`config.mk`:
```
export PLATFORM = sky130hd
export DESIGN_NAME = step_phase_sequencer
export DESIGN_NICKNAME = d
export VERILOG_FILES = /design/src/rtl/step_phase_sequencer_pkg.sv /design/src/rtl/step_phase_sequencer_edge_sync_rise.sv /design/src/rtl/step_phase_sequencer.sv
export SDC_FILE = /design/constraint.sdc
export NUM_CORES = 1
export LEC_CHECK = 0
export CAP_MARGIN = 20
export CORE_ASPECT_RATIO = 0.6
export CORE_MARGIN = 4
export CORE_UTILIZATION = 45
export CTS_BUF_LIST = sky130_fd_sc_hd__clkbuf_4 sky130_fd_sc_hd__clkbuf_8 sky130_fd_sc_hd__clkbuf_16
export DETAILED_ROUTE_END_ITERATION = 7
export MAX_ROUTING_LAYER = met4
export PLACE_DENSITY = 0.71
export SYNTH_ARGS = -nofsm -noshare
export SYNTH_HDL_FRONTEND = slang
export SYNTH_SLANG_ARGS = --single-unit
```
`constraint.sdc`:
```
create_clock -name clk_in -period 2.5 [get_ports clk_in]
set_input_delay 0.625 -clock clk_in [delete_from_list [all_inputs] [get_ports clk_in]]
set_output_delay 0.625 -clock clk_in [all_outputs]
set_load 0.005 [all_outputs]
```
`src/rtl/step_phase_sequencer_pkg.sv`:
```
// step_phase_sequencer_pkg: shared FSM states, coil phase table and index stepping helper
package step_phase_sequencer_pkg;

   localparam int CNT_W_DEF = 16;

   typedef enum logic [1:0] {
      ST_IDLE = 2'd0,
      ST_RUN  = 2'd1,
      ST_DONE = 2'd2
   } state_t;

   localparam logic [3:0] PHASE_TABLE [0:7] = '{
      4'b1000, 4'b1100, 4'b0100, 4'b0110,
      4'b0010, 4'b0011, 4'b0001, 4'b1001
   };

   // Full step moves two entries from an even index, or one entry to re-align from an odd index
   function automatic logic [2:0] next_index(input logic [2:0] idx, input logic fwd, input logic half);
      logic [2:0] w_d;
      w_d = (half || idx[0]) ? 3'd1 : 3'd2;
      return fwd ? idx + w_d : idx - w_d;
   endfunction

endpackage

```
`src/rtl/step_phase_sequencer_edge_sync_rise.sv`:
```
// edge_sync_rise: multi-stage synchroniser for an asynchronous clock-like input with a one-cycle rise pulse
module edge_sync_rise #(
   parameter int STAGES = 2
) (
   input  logic clk_in,
   input  logic rst_n,
   input  logic i_async,
   output logic o_rise
);

   logic [STAGES-1:0] r_sync;
   logic              r_hist;

   // Shift the async input through the chain and keep one history flop for edge detection
   always_ff @(posedge clk_in or negedge rst_n) begin
      if (!rst_n) begin
         r_sync <= '0;
         r_hist <= 1'b0;
      end else begin
         r_sync <= {r_sync[STAGES-2:0], i_async};
         r_hist <= r_sync[STAGES-1];
      end
   end

   assign o_rise = r_sync[STAGES-1] & ~r_hist;

endmodule

```
`src/rtl/step_phase_sequencer.sv`:
```
// step_phase_sequencer: stepper coil phase sequencer with step counting and busy/done handshake (STEP_HOLD_EN keeps the last pattern energised in IDLE)
module step_phase_sequencer
   import step_phase_sequencer_pkg::*;
#(
   parameter int CNT_W       = CNT_W_DEF,
   parameter int SYNC_STAGES = 2
) (
   input  logic             clk_in,
   input  logic             rst_n,
   input  logic             step_clk,
   input  logic             enable,
   input  logic             dir,
   input  logic             half_step,
   input  logic             start,
   input  logic [CNT_W-1:0] step_target,
   output logic             busy,
   output logic             done,
   output logic [3:0]       phase_out,
   output logic [CNT_W-1:0] step_count
);

   state_t           r_state, w_state_nxt;
   logic [2:0]       r_index, w_index_nxt;
   logic [CNT_W-1:0] r_count, w_count_nxt;
   logic [CNT_W-1:0] r_target, w_target_nxt;
   logic             w_rise;
   logic             w_show;

   edge_sync_rise #(.STAGES(SYNC_STAGES)) u_sync (
      .clk_in  (clk_in),
      .rst_n   (rst_n),
      .i_async (step_clk),
      .o_rise  (w_rise)
   );

   // Register FSM state, phase index, step counter and latched target
   always_ff @(posedge clk_in or negedge rst_n) begin
      if (!rst_n) begin
         r_state  <= ST_IDLE;
         r_index  <= 3'd0;
         r_count  <= '0;
         r_target <= '0;
      end else begin
         r_state  <= w_state_nxt;
         r_index  <= w_index_nxt;
         r_count  <= w_count_nxt;
         r_target <= w_target_nxt;
      end
   end

   // Accept moves in IDLE, advance on enabled rises in RUN, pulse done for one cycle
   always_comb begin
      w_state_nxt  = r_state;
      w_index_nxt  = r_index;
      w_count_nxt  = r_count;
      w_target_nxt = r_target;
      case (r_state)
         ST_IDLE: if (start) begin
            w_target_nxt = step_target;
            w_count_nxt  = '0;
            w_state_nxt  = (step_target == '0) ? ST_DONE : ST_RUN;
         end
         ST_RUN: if (w_rise && enable) begin
            w_index_nxt = next_index(r_index, dir, half_step);
            w_count_nxt = r_count + CNT_W'(1);
            if (w_count_nxt == r_target) w_state_nxt = ST_DONE;
         end
         default: w_state_nxt = ST_IDLE;
      endcase
   end

`ifdef STEP_HOLD_EN
   logic r_held;

   // Once a move has finished, IDLE keeps holding torque at the last position
   always_ff @(posedge clk_in or negedge rst_n) begin
      if (!rst_n) r_held <= 1'b0;
      else if (r_state == ST_DONE) r_held <= 1'b1;
   end

   assign w_show = (r_state != ST_IDLE) || r_held;
`else
   assign w_show = (r_state != ST_IDLE);
`endif

   assign busy       = (r_state == ST_RUN);
   assign done       = (r_state == ST_DONE);
   assign step_count = r_count;
   assign phase_out  = (enable && w_show) ? PHASE_TABLE[r_index] : 4'b0000;

endmodule

```
; ---- After elaboration in Yosys (flattened, before gate mapping)
; Memory sizes are Yosys's and may differ from the RTL's.
; Cells that the tools add are included.
[op_classes]
n_addsub = 3
n_lt_le_gt_ge = 1
eq_ne = 6
muxes = 13
bitwise_logic = 3
n_reduce_logical = 11
[op_table]
columns = op, count
row1 = 2-to-1 mux 16 bit, 2
row2 = case mux 16 bit (2 select lines), 1
row3 = adder 16 x 1 -> 16 bit (second input constant), 1
row4 = equality test 16 bit, 1
row5 = zero test 16 bit, 1
row6 = 2-to-1 mux 4 bit, 3
row7 = 2-to-1 mux 2 bit, 5
row8 = AND reduction 3 bit, 2
row9 = >= comparator 4 bit (second input constant), 1
row10 = != test 2 x 1 -> 1 bit (second input constant), 2
row11 = NOT 3 -> 4 bit, 1
row12 = case mux 2 bit (2 select lines), 1
row13 = AND reduction 2 bit, 2
row14 = nonzero test 2 bit, 2
row15 = adder 3 x 2 -> 3 bit, 1
row16 = 2-to-1 mux 3 bit, 1
row17 = subtractor 3 x 2 -> 3 bit, 1
row18 = equality test 2 x 1 -> 1 bit (second input constant), 1
row19 = equality test 2 bit (second input constant), 1
row20 = logical AND 1 bit, 2
row21 = zero test 2 bit, 1
row22 = != test 2 bit (second input constant), 1
row23 = bitwise AND 1 bit, 1
row24 = logical OR 1 bit, 1
row25 = NOT 1 bit, 1
[totals]
ff_bits = 40
romBits = 32
inputBits = 23
output_inout_bits = 22
wordCells = 44
mem_count = 1
[memory_table]
columns = memory, depth, width, rd, rd_clocked_by_memory_dff, wr, line_no
row1 = (name not given), 8, 4, 1, 0, 0, step_phase_sequencer.sv:89  ; assign phase_out = (enable && w_show) ? PHASE_TABLE[r_index] : 4'b0000;

; ---- Depth between registers and ports, before layout
[logic_depth]
ltp_word = 5
ltp_mapped = 7
depth_no_buf = 7

; ---- Modules after synthesis
; From an unflattened synthesis, not the netlist that was laid out.
[hier_totals]
hier_cells = 241
hier_area_um2 = 2426.1
[modules_own_cells]
columns = mod, n_inst, cells_per_inst, area_per_inst_um2, seq_area_each_um2
row1 = step_phase_sequencer, 1, 237, 2337.2, 925.9
row2 = edge_sync_rise, 1, 4, 88.8, 75.1

; ---- Least setup slack after synthesis
; Ideal clock, no wire load.
[synth_timing]
path_kind = register to register
start = register r_count[0], in the netlist step_count[0]
end = register r_state[1]
setup_time_ns = 0.065
t_arrival_ns = 1.889
required_time_ns = 2.435
slack_ns = 0.546
stages_incl_launch_ff = 8
n_path_buf = 0
synth_period_minus_slack_ns = 1.954
path_cell_list = dfrtp_1 -> ha_1 -> nand3_1 -> nor4_4 -> xnor2_1 -> o21ai_1 -> nor4_2 -> a2bb2o_1
[synth_via]
elab_chain_cells = 4
[synth_lines]
columns = element, line_no
row1 = "start, declared", step_phase_sequencer.sv:24  ; logic [CNT_W-1:0] r_count, w_count_nxt;
row2 = "start signal, assigned", step_phase_sequencer.sv:46  ; r_count <= w_count_nxt;
row3 = adder 16 x 1 -> 16 bit, step_phase_sequencer.sv:65  ; w_count_nxt = r_count + CNT_W'(1);
row4 = equality test 16 bit, step_phase_sequencer.sv:66  ; if (w_count_nxt == r_target) w_state_nxt = ST_DONE;
row5 = != test 2 x 1 -> 1 bit (no line), --
row6 = AND reduction 3 bit (no line), --
row7 = "end signal, assigned", step_phase_sequencer.sv:44  ; r_state <= w_state_nxt;
row8 = "end, declared", step_phase_sequencer.sv:22  ; state_t r_state, w_state_nxt;
; Every way passes these cells.
; A chain may end at the register's enable or synchronous reset.

; ---- Worst setup path in the final report
[layout_timing]
start = register r_index[2]
end = output phase_out[1]
[layout_via]
elab_chain_cells = 5
[layout_lines]
columns = element, line_no
row1 = "start, declared", step_phase_sequencer.sv:23  ; logic [2:0] r_index, w_index_nxt;
row2 = "start signal, assigned", step_phase_sequencer.sv:45  ; r_index <= w_index_nxt;
row3 = NOT 3 -> 4 bit (implied by the code), step_phase_sequencer.sv:89
row4 = memory (8 x 4 bit), --
row5 = 2-to-1 mux 4 bit (implied by the code) (2 in a row), step_phase_sequencer.sv:89
row6 = 2-to-1 mux 4 bit, step_phase_sequencer.sv:89
row7 = "end, declared", step_phase_sequencer.sv:18  ; output logic [3:0] phase_out,
; Every way passes these cells. The select of a mux whose other input is x is not followed.

==> impl_metrics.env <==
export IMPL_tightest_slew_ns=0.964
export IMPL_synth_area_leaders="dfrtp_1, mux2_2, o21ai_0"
export IMPL_clockBufferDepth=2
export IMPL_multiInputGateArea_mm2=0.00125
export IMPL_p_comb_share_pct=36.3
export IMPL_die_area_mm2=0.00639
export IMPL_grt_pass1_vias=1693
export IMPL_fmax_mhz=422
export IMPL_reg2reg_slack_ns=0.29
export IMPL_start_util_pct=48.7
export IMPL_yosys_warnings=0
export IMPL_clockPowerShare_pct=19.3
export IMPL_seq_area_frac_synth_pct=43.2
export IMPL_drcViolationCount=0
export IMPL_finalWeightedCongestion=0.914
export IMPL_grt_pass1_wl_um=8550
export IMPL_die_w_um=101
export IMPL_syn_avg_cell_area_um2=9.77
export IMPL_syn_nets=262
export IMPL_pin_count=45
export IMPL_vias=1860
export IMPL_power_uw=2290
export IMPL_timing_rr_start="step_count[1]$_DFFE_PN0P_"
export IMPL_finClkSkew_ns=0.0112
export IMPL_min_path_cells=0
export IMPL_synth_cells=237
export IMPL_fillers=421
export IMPL_synth_cell_type_count=45
export IMPL_end_kind="output pin"
export IMPL_cts_htree_levels=2
export IMPL_synth_seq_cells=40
export IMPL_clkLatencyLatePin_ns=0.29
export IMPL_cts_root_buf="clkbuf_8"
export IMPL_final_nets=306
export IMPL_leakagePower_uw=0.00125
export IMPL_critPathMaxFanout=4
export IMPL_cts_sinks=40
export IMPL_netSwitchingPower_uw=776
export IMPL_rr_worst_depth=7
export IMPL_hp_class="reg2reg"
export IMPL_power_internal_uw=1520
export IMPL_cts_buffers=5
export IMPL_critPathRequiredTime_ns=1.88
export IMPL_cap_violations=0
export IMPL_clk_pin_slew_worst_paths_ns=0.08
export IMPL_start_kind="flop"
export IMPL_gr_total_overflow=0
export IMPL_grt_max_degree=41
export IMPL_routed_wl_um=5280
export IMPL_antenna_found_initial=0
export IMPL_period_share_pct=94.8
export IMPL_coreArea_mm2=0.00475
export IMPL_drv_slew=0
export IMPL_diodes=0
export IMPL_drive_above_1_share_pct=15.6
export IMPL_slew_headroom_pct=35.5
export IMPL_ir_drop_mv=0.346
export IMPL_rows=19
export IMPL_dp_hpwl_um=3970
export IMPL_p_seq_share_pct=44.4
export IMPL_die_h_um=63.6
export IMPL_worstSetupPathType="reg2out"
export IMPL_grt_use_total_pct=17.4
export IMPL_io_buffers=44
export IMPL_vias_per_cell=5.39
export IMPL_cts_hold_buf=0
export IMPL_arrival_ns=1.75
export IMPL_p_sw_share_pct=33.8
export IMPL_post_route_util_pct=60.9
export IMPL_syn_area_mm2=0.00231
export IMPL_drt_pass1_iterations=4
export IMPL_drtIter0Drc=83
export IMPL_hold_viol_final=0
export IMPL_r2r_end="r_state[1]$_DFFE_PN0P_"
export IMPL_post_drt_wl_per_cell_um=15.3
export IMPL_setup_viol=0
export IMPL_power_density_mw_per_mm2=792
export IMPL_regArea_mm2=0.00100
export IMPL_status="completed"
export IMPL_worstHoldStart="u_sync.r_sync[0]$_DFF_PN0_"
export IMPL_synth_top_area_share_pct=43.2
export IMPL_synth_top_area_cell="dfrtp_1"
export IMPL_postRouteAntennaNets=0
export IMPL_rsz0062_at_grt="no"
export IMPL_min_period_ns=2.37
export IMPL_area_growth_pct=25.2
export IMPL_cts_tree="done"
export IMPL_whs_endpoint="u_sync.r_sync[1]$_DFF_PN0_"
## cells in the final DEF (no fill, tap or decap), types with 2 or more instances in the layout
master and n:
clkbuf_4 2, o21ai_0 24, mux2_2 17, nor4_4 2, nand2_1 28, or3_1 2
dlygate4sd2_1 3, nor2_1 22, buf_4 5, nor2b_1 2, dfrtp_1 40, o31ai_1 5
nor4_1 5, nor3b_1 3, xor2_1 12, xnor2_1 12, a21oi_1 4, nand2b_1 3
nor3_1 2, and4_4 2, clkdlybuf4s50_1 39, nand3_1 6, clkbuf_8 5, o21ai_1 2
and2_1 3, nand3b_1 2, nand4_1 5
## flip-flops by register name, summed over array words and instances, names as in the netlist
register       flops
r_index            3
u_sync.r_hist      1
step_count        16
r_state            2
u_sync.r_sync      2
r_target          16
## logic make-up (layout without fill, tap and decap cells)
group / Yosys count / after routing / share of synthesized area, %
AO/OA/AOI/OAI: 45 / 45 / 11.3
XOR/XNOR: 24 / 24 / 9.08
adder cells (fa/ha/maj): 2 / 2 / 1.41
buffers and inverters: 14 / 59 / 3.30
flip-flops: 40 / 40 / 43.2
multiplexers: 17 / 17 / 8.27
AND/OR/NAND/NOR: 95 / 95 / 23.4
## cell type report
class / instances / share of cell area, %
timing repair buffer: 49 / 16.3
clock inverter: 1 / 0.302
sequential: 40 / 34.5
tap: 63 / 2.72
multi-input combinational: 183 / 43.0
inverter: 2 / 0.259
clock buffer: 7 / 2.89
## power groups by stage
stage	registers (µW)	logic [µW]	clock network [µW]
2_1_floorplan	962	595	0
3_3_place_gp	1020	816	0
3_5_place_dp	1030	835	0
4_1_cts	1020	837	452
5_1_grt	1040	929	480
6_report	1020	833	442
## what timing repair did
item	4_1_cts	5_1_grt
endpoints found under the setup margin	4	1
resized for setup	6	2
pin swaps	1	0
setup buffers	0	0
## per-layer routing
| layer | global-route usage (%) | up-vias | routed length [µm] |
|---|---|---|---|
| li1 | - | 933 | - |
| met1 | 28.4 | 860 | 3000 |
| met2 | 21.1 | 63 | 1860 |
| met3 | 3.97 | 4 | 380 |
| met4 | 3.53 | 0 | 34 |
| met5 | - | - | 0 |
## worst max-delay path: stages (launching register included)
cell and delay, ns:
dfrtp_1 0.44, inv_2 0.10, mux2_2 0.33, nor2_1 0.08, clkdlybuf4s50_1 0.50
## how the worst max path moves through the flow
stage	start	endpoint	slack, ns
detailed placement	enable	phase_out[3]	-0.22
finish	r_index[2]$_DFFE_PN0P_	phase_out[1]	0.13
global placement	enable	phase_out[3]	-0.19
floorplan	step_count[0]$_DFFE_PN0P_	r_state[1]$_DFFE_PN0P_	0.55
global route	r_index[2]$_DFFE_PN0P_	phase_out[1]	0.04
CTS	enable	phase_out[1]	0.07
## per-stage QoR
step                      std cells  instance area [µm²]  hold slack, ns  setup WS (ns)  TNS, ns
after floorplan                 237                 2310           0.329          0.546        0
after global routing            345                 2900           0.369         0.0385        0
after detailed placement        337                 2800           0.340         -0.225   -0.664
final                           345                 2900           0.354          0.130        0
after CTS                       345                 2900           0.358         0.0656        0
after global placement          337                 2800           0.334         -0.185   -0.552
## synth_stat cells, drive strengths merged
| master | instances |
|---|---|
| o22ai | 1 |
| dfrtp | 40 |
| nand3 | 6 |
| fa | 1 |
| nor4 | 8 |
| clkbuf | 8 |
| nor3 | 2 |
| or3 | 2 |
| and3 | 3 |
| ha | 1 |
| nand3b | 2 |
| xnor2 | 12 |
| a31oi | 1 |
| xor2 | 12 |
| buf | 4 |
| a2bb2o | 1 |
| nor2 | 22 |
| nand2 | 28 |
| nor2b | 2 |
| nor3b | 3 |
| a311oi | 1 |
| or2 | 1 |
| and2 | 3 |
| a211oi | 2 |
| nand2b | 3 |
| o31ai | 5 |
| o21bai | 1 |
| nand4 | 7 |
| a21o | 1 |
| inv | 2 |
| and4 | 3 |
| o21ai | 27 |
| mux2 | 17 |
| o211ai | 1 |
| a21oi | 4 |
Power figures use the tool's default switching activity.
==> patch 1: new RTL, same settings <==
Build with the macro `STEP_HOLD_EN` defined.
--- a/src/rtl/step_phase_sequencer.sv
+++ b/src/rtl/step_phase_sequencer.sv
@@ -1,4 +1,6 @@
 // step_phase_sequencer: stepper coil phase sequencer with step counting and busy/done handshake (STEP_HOLD_EN keeps the last pattern energised in IDLE)
+`define STEP_HOLD_EN
+
 module step_phase_sequencer
    import step_phase_sequencer_pkg::*;
 #(
Behaviour: not the same (Yosys sat finds a counterexample within 4 cycles, from zero or initial values and one cycle with rst_n low).
==> patch 1 against the unedited design <==
  * Area after synthesis increased by 3.4%
  * Largest power group unchanged
  * Register-to-register slack barely moved
  * Wire length increased by 17%
  * Count of clock-buffer cells in the layout down 2
  * Sequential cell count is 1 higher
  * Setup slack worse by 0.089 ns
  * Final area increased by 5.0%
  * Global-route usage increased by 4.0 points
  * Total power rose by 3.4%
  * Via count rose by 16%
  * Highest routed layer unchanged
==> patch 1: results (changes against the unedited design) <==
status:
  status: "completed"  # unchanged
synth:
  synth-seq-area-share: 0.429  # was 0.432
  synth_flop_cell: "dfrtp_1"  # unchanged
  synthTopCellsByArea: "dfrtp_1 43%, nand2_1 12%, o21ai_0 5.4%"  # was dfrtp_1 43%, mux2_2 8.3%, o21ai_0 5.4%
  synthesis.nets: 309  # was 262
  ys_types: 47  # was 45
  synthArstFlopShare: 1.00  # unchanged
  synthTopCellsByCount: "79 x nand2_1, 41 x dfrtp_1, 26 x o21ai_0"  # was 40 x dfrtp_1, 28 x nand2_1, 25 x o21ai_0
  yosys_warnings: 0  # unchanged
  synth.avg_cell_area_um2: 8.43  # was 9.77 um2
worst_hold_path:
  hold_class: "primary input to async pin"  # was register to register
power_and_ir_drop:
  p_leak_uw: 0.00136  # was 0.00125 uW
  ir_drop_mv: 0.270  # was 0.346 mV
  switching_share: 0.354  # was 0.338
route:
  post_drt_via_cell_ratio: 5.43  # was 5.39
  first_pass_iters: 5  # was 4
  met3_length_um: 406  # was 380 um
  dr.max_layer_used: "met4"  # unchanged
  dr_wl_met2_um: 2580  # was 1860 um
  finalWirelength_um: 6200  # was 5280 um
  drt_iter0_drc: 109  # was 83
  wl_met1_um: 3170  # was 3000 um
place:
  hpwlAfterDp_um: 4590  # was 3970 um
  numPlacedInstances: 390  # was 337
  pre_cts_ws_ns: -0.0656  # was -0.225 ns
  gp_congestion: 0.907  # was 0.914
  placed_area_um2: 2940  # was 2800 um2
  io_buffers: 44  # unchanged
critical_path:
  cp_slowest_cell: "clkdlybuf4s50_1"  # unchanged
  cp.arrival_ns: 1.83  # was 1.75 ns
  cp_slowest_stage_delay_ns: 0.50  # about the same
  critical_path.max_fanout: 4  # unchanged
clock_network:
  cts_setup_buffers: 0  # unchanged
  htree_levels: 2  # unchanged
  clockBufferDepth: 2  # unchanged
global_route:
  grt_pass1_vias: 2105  # was 1,693
  grt_pass1_wl_um: 10600  # was 8550 um
  grt_max_degree: 22  # was 41
  grt.total_usage: 0.214  # was 0.174
  antenna_found_initial: 0  # unchanged
finish:
  final_layout_size_suffix_gt1_frac: 0.103  # was 0.156
  final_cells: 397  # was 345
  fillers: 482  # was 421
  nets: 356  # was 306
sta:
  hold_viol: 0  # unchanged
  worst_clock_skew_ns: 0.00350  # was 0.0112 ns
  slew-limit-headroom: 0.651  # was 0.355
==> patch 1: power groups by stage <==
| stage | Sequential (uW) | Combinational, uW | Clock (uW) |
|---|---|---|---|
| CTS | 1020 | 820 | 538 |
| finish | 1020 | 818 | 529 |
| global placement | 1030 | 803 | 0 |
| global route | 1050 | 928 | 578 |
| detailed placement | 1030 | 827 | 0 |
| floorplan | 969 | 568 | 0 |
==> patch 1: area by class of cell <==
type,instances,area [um2],share of cell area
Sequential cell,41,1030,0.337
Tap cell,66,82.6,0.0271
Timing Repair Buffer,55,527,0.173
Clock buffer,5,68.8,0.0226
Inverter,2,7.51,0.00247
Multi-Input combinational cell,226,1300,0.426
Clock inverter,2,35.0,0.0115
==> patch 1: repair_timing <==
item | CTS | global route
hold endpoints to repair | 0 | 0
gates resized for setup | 3 | 1
pin swaps | 1 | 0
setup endpoints to repair | 3 | 1
==> patch 1: worst register-to-register path, stage by stage (launching register included) <==
cell,delay (ns)
dfrtp_1,0.49
ha_1,0.22
nand3_1,0.22
nor3_1,0.49
xnor2_1,0.12
a21oi_1,0.18
o2111ai_1,0.19
a2bb2oi_1,0.18
==> patch 1: metal layers <==
layer / vias to the layer above / global-route usage
met1: 1033 / 0.326
li1: 1055 / -
met4: 0 / 0.0540
met2: 63 / 0.286
met3: 4 / 0.0462
met5: - / -
==> patch 1: path summary, 6_finish.rpt <==
| check | from | end | slack, ns | depth (start not counted) |
|---|---|---|---|---|
| max in group asynchronous | rst_n | r_state[0]$_DFFE_PN0P_ | 1.71 | 2 |
| max reg2reg | step_count[0]$_DFFE_PN0P_ | r_state[0]$_DFFE_PN0P_ | 0.29 | 7 |
| min reg2reg | u_sync.r_sync[0]$_DFF_PN0_ | u_sync.r_sync[1]$_DFF_PN0_ | 0.35 | 0 |
| min | rst_n | step_count[2]$_DFFE_PN0P_ | 0.29 | 1 |
| max | enable | phase_out[1] | 0.04 | 4 |
| min in group clk_in | u_sync.r_sync[0]$_DFF_PN0_ | u_sync.r_sync[1]$_DFF_PN0_ | 0.35 | 0 |
==> patch 1: cells by family (layout without fill, tap and decap cells) <==
group | after synthesis | count (layout) | share of synthesized area
multiplexers | 3 | 3 | 0.0131
adder cells (fa/ha/maj) | 2 | 2 | 0.0136
buffers and inverters | 17 | 64 | 0.0319
XOR/XNOR | 21 | 21 | 0.0768
flip-flops | 41 | 41 | 0.429
AND/OR/NAND/NOR | 153 | 153 | 0.318
AO/OA/AOI/OAI | 47 | 47 | 0.118
==> patch 2: new RTL, config.mk and constraints unchanged <==
Made on the original files. The 3 states of `state_t` get a one-hot encoding in 3 bits.
--- a/src/rtl/step_phase_sequencer_pkg.sv
+++ b/src/rtl/step_phase_sequencer_pkg.sv
@@ -3,10 +3,10 @@
 
    localparam int CNT_W_DEF = 16;
 
-   typedef enum logic [1:0] {
-      ST_IDLE = 2'd0,
-      ST_RUN  = 2'd1,
-      ST_DONE = 2'd2
+   typedef enum logic [2:0] {
+      ST_IDLE = 3'b001,
+      ST_RUN  = 3'b010,
+      ST_DONE = 3'b100
    } state_t;
 
    localparam logic [3:0] PHASE_TABLE [0:7] = '{
Behaviour: same outputs for any inputs over 10 cycles, from zero or initial values and one cycle with rst_n low; not proved beyond that.
==> patch 2 against the unedited design <==
  * Setup slack improved by 0.099 ns
  * Non-clock buffer count up 13
  * Total power up 2.2%
  * Area after synthesis grew 2.6%
  * Via count rose by 12%
  * Wire length up 10%
  * Final area increased by 6.7%
  * Sequential cell count is 1 higher
==> patch 2: results (changes against the unedited design) <==
synth:
  synthTopCellsByCount: "40 x dfrtp_1, 29 x o21ai_0, 20 x nand2_1"  # was 40 x dfrtp_1, 28 x nand2_1, 25 x o21ai_0
  ys_types: 47  # was 45
  synthTopCellsByArea: "dfrtp_1 42%, mux2_2 8.1%, o21ai_0 6.1%"  # was dfrtp_1 43%, mux2_2 8.3%, o21ai_0 5.4%
  yosys_warnings: 0  # unchanged
  synth-seq-area-share: 0.432  # about the same
  synthesis.nets: 272  # was 262
global_route:
  grt_pass1_vias: 1949  # was 1,693
  grt_pass1_wl_um: 9650  # was 8550 um
  grt.total_usage: 0.196  # was 0.174
  antenna_found_initial: 0  # unchanged
  grt_max_degree: 23  # was 41
finish:
  fillers: 435  # was 421
  final_layout_size_suffix_gt1_frac: 0.176  # was 0.156
  antenna_cells: 0  # unchanged
  nets: 330  # was 306
place:
  hpwlAfterDp_um: 4610  # was 3970 um
  placed_area_um2: 2990  # was 2800 um2
  gp_congestion: 0.833  # was 0.914
clock_network:
  clkLatencyLatePin_ns: 0.29  # about the same
  cts-root-buf: "clkbuf_8"  # unchanged
critical_path:
  reg2reg_slack_ns: 0.25  # was 0.29 ns
  cp.arrival_ns: 1.65  # was 1.75 ns
  cp_slowest_cell: "clkdlybuf4s50_1"  # unchanged
power_and_ir_drop:
  p_leak_uw: 0.00127  # was 0.00125 uW
  ir_drop_mv: 0.479  # was 0.346 mV
worst_hold_path:
  hold_class: "primary input to async pin"  # was register to register
sta:
  fin_hold_ws_ns: 0.129  # was 0.354 ns
  worst_clock_skew_ns: 0.00772  # was 0.0112 ns
  slew-limit-headroom: 0.663  # was 0.355
route:
  num_vias: 2090  # was 1,860
  drt_iter0_drc: 148  # was 83
  post_drt_wl_per_cell_um: 15.6  # was 15.3 um
status:
  status: "completed"  # unchanged
[patch 2: changes by cell type in the layout (fill, tap and decap cells not counted), sizes merged, moves of 3 or more]
cell / delta
xor2: -3
a31oi: +3
o21ai: +3
buf: +13
inv: +3
nand4: -4
nor2: -5
nand2b: +3
nand3: +4
nand2: -7
xnor2: +4
nor3: +6
[patch 2: area by class of cell]
cell class                 count  area [um2]  area share
timing repair buffer          62         582       0.188
multi-input combinational    190        1290       0.416
clock inverter                 2        13.8     0.00445
inverter                       5        18.8     0.00607
tap                           66        82.6      0.0267
sequential                    41        1030       0.332
clock buffer                   6        82.6      0.0267
[patch 2: worst max-delay path: cells and delay by family]
| kind | cells | cell delay (ns) |
|---|---|---|
| buffers and inverters | 2 | 0.77 |
| and+or+nand+nor | 1 | 0.17 |
| AOI/OAI and AO/OA | 1 | 0.09 |
[patch 2: logic make-up after synthesis]
kind of cell / synth area share
AOI/OAI and AO/OA: 0.149
xor gates and xnor gates: 0.0922
and+or+nand+nor: 0.204
DFF: 0.432
muxes: 0.0806
buffers and inverters: 0.0279
adders and majority gates: 0.0137
[patch 2: what timing repair did]
item,CTS,global route
pin swaps,1,1
setup buffers,0,0
hold buffers,0,0
cloned,0,0
gates resized for setup,4,2
setup endpoints to repair,4,1
[patch 2: report_power, final]
group	leakage, uW	internal (uW)	switching [uW]
logic	0.000700	466	374
registers	0.000522	846	204
clock network	0.0000512	224	231
total	0.00127	1540	809
[patch 2: final timing paths]
path | cells past startpoint | to | from
worst max-delay path | 4 | phase_out[0] | enable
min in group clk_in | 0 | u_sync.r_sync[1]$_DFF_PN0_ | u_sync.r_sync[0]$_DFF_PN0_
worst min-delay path | 1 | step_count[2]$_DFFE_PN0P_ | rst_n
max in group asynchronous | 2 | r_state[0]$_DFFE_PN1P_ | rst_n
worst max register to register | 8 | r_state[1]$_DFFE_PN0P_ | step_count[1]$_DFFE_PN0P_
worst min register to register | 0 | u_sync.r_sync[1]$_DFF_PN0_ | u_sync.r_sync[0]$_DFF_PN0_
[patch 2: through the flow]
stage | power (uW) | instances | utilization | setup WS [ns]
floorplan | 1610 | 247 | - | 0.316
global placement | 1860 | 364 | 0.589 | -0.117
detailed placement | 1910 | 364 | 0.589 | -0.185
CTS | 2360 | 372 | 0.608 | 0.00896
global route | 2500 | 372 | 0.609 | 0.0608
finish | 2340 | 372 | 0.609 | 0.229
[patch 2: routing by layer]
metal / wire (um) / GRT usage
met1: 3050 / 0.304
met2: 2300 / 0.263
met3: 444 / 0.0436
met4: 15 / 0.0344
met5: 0 / -
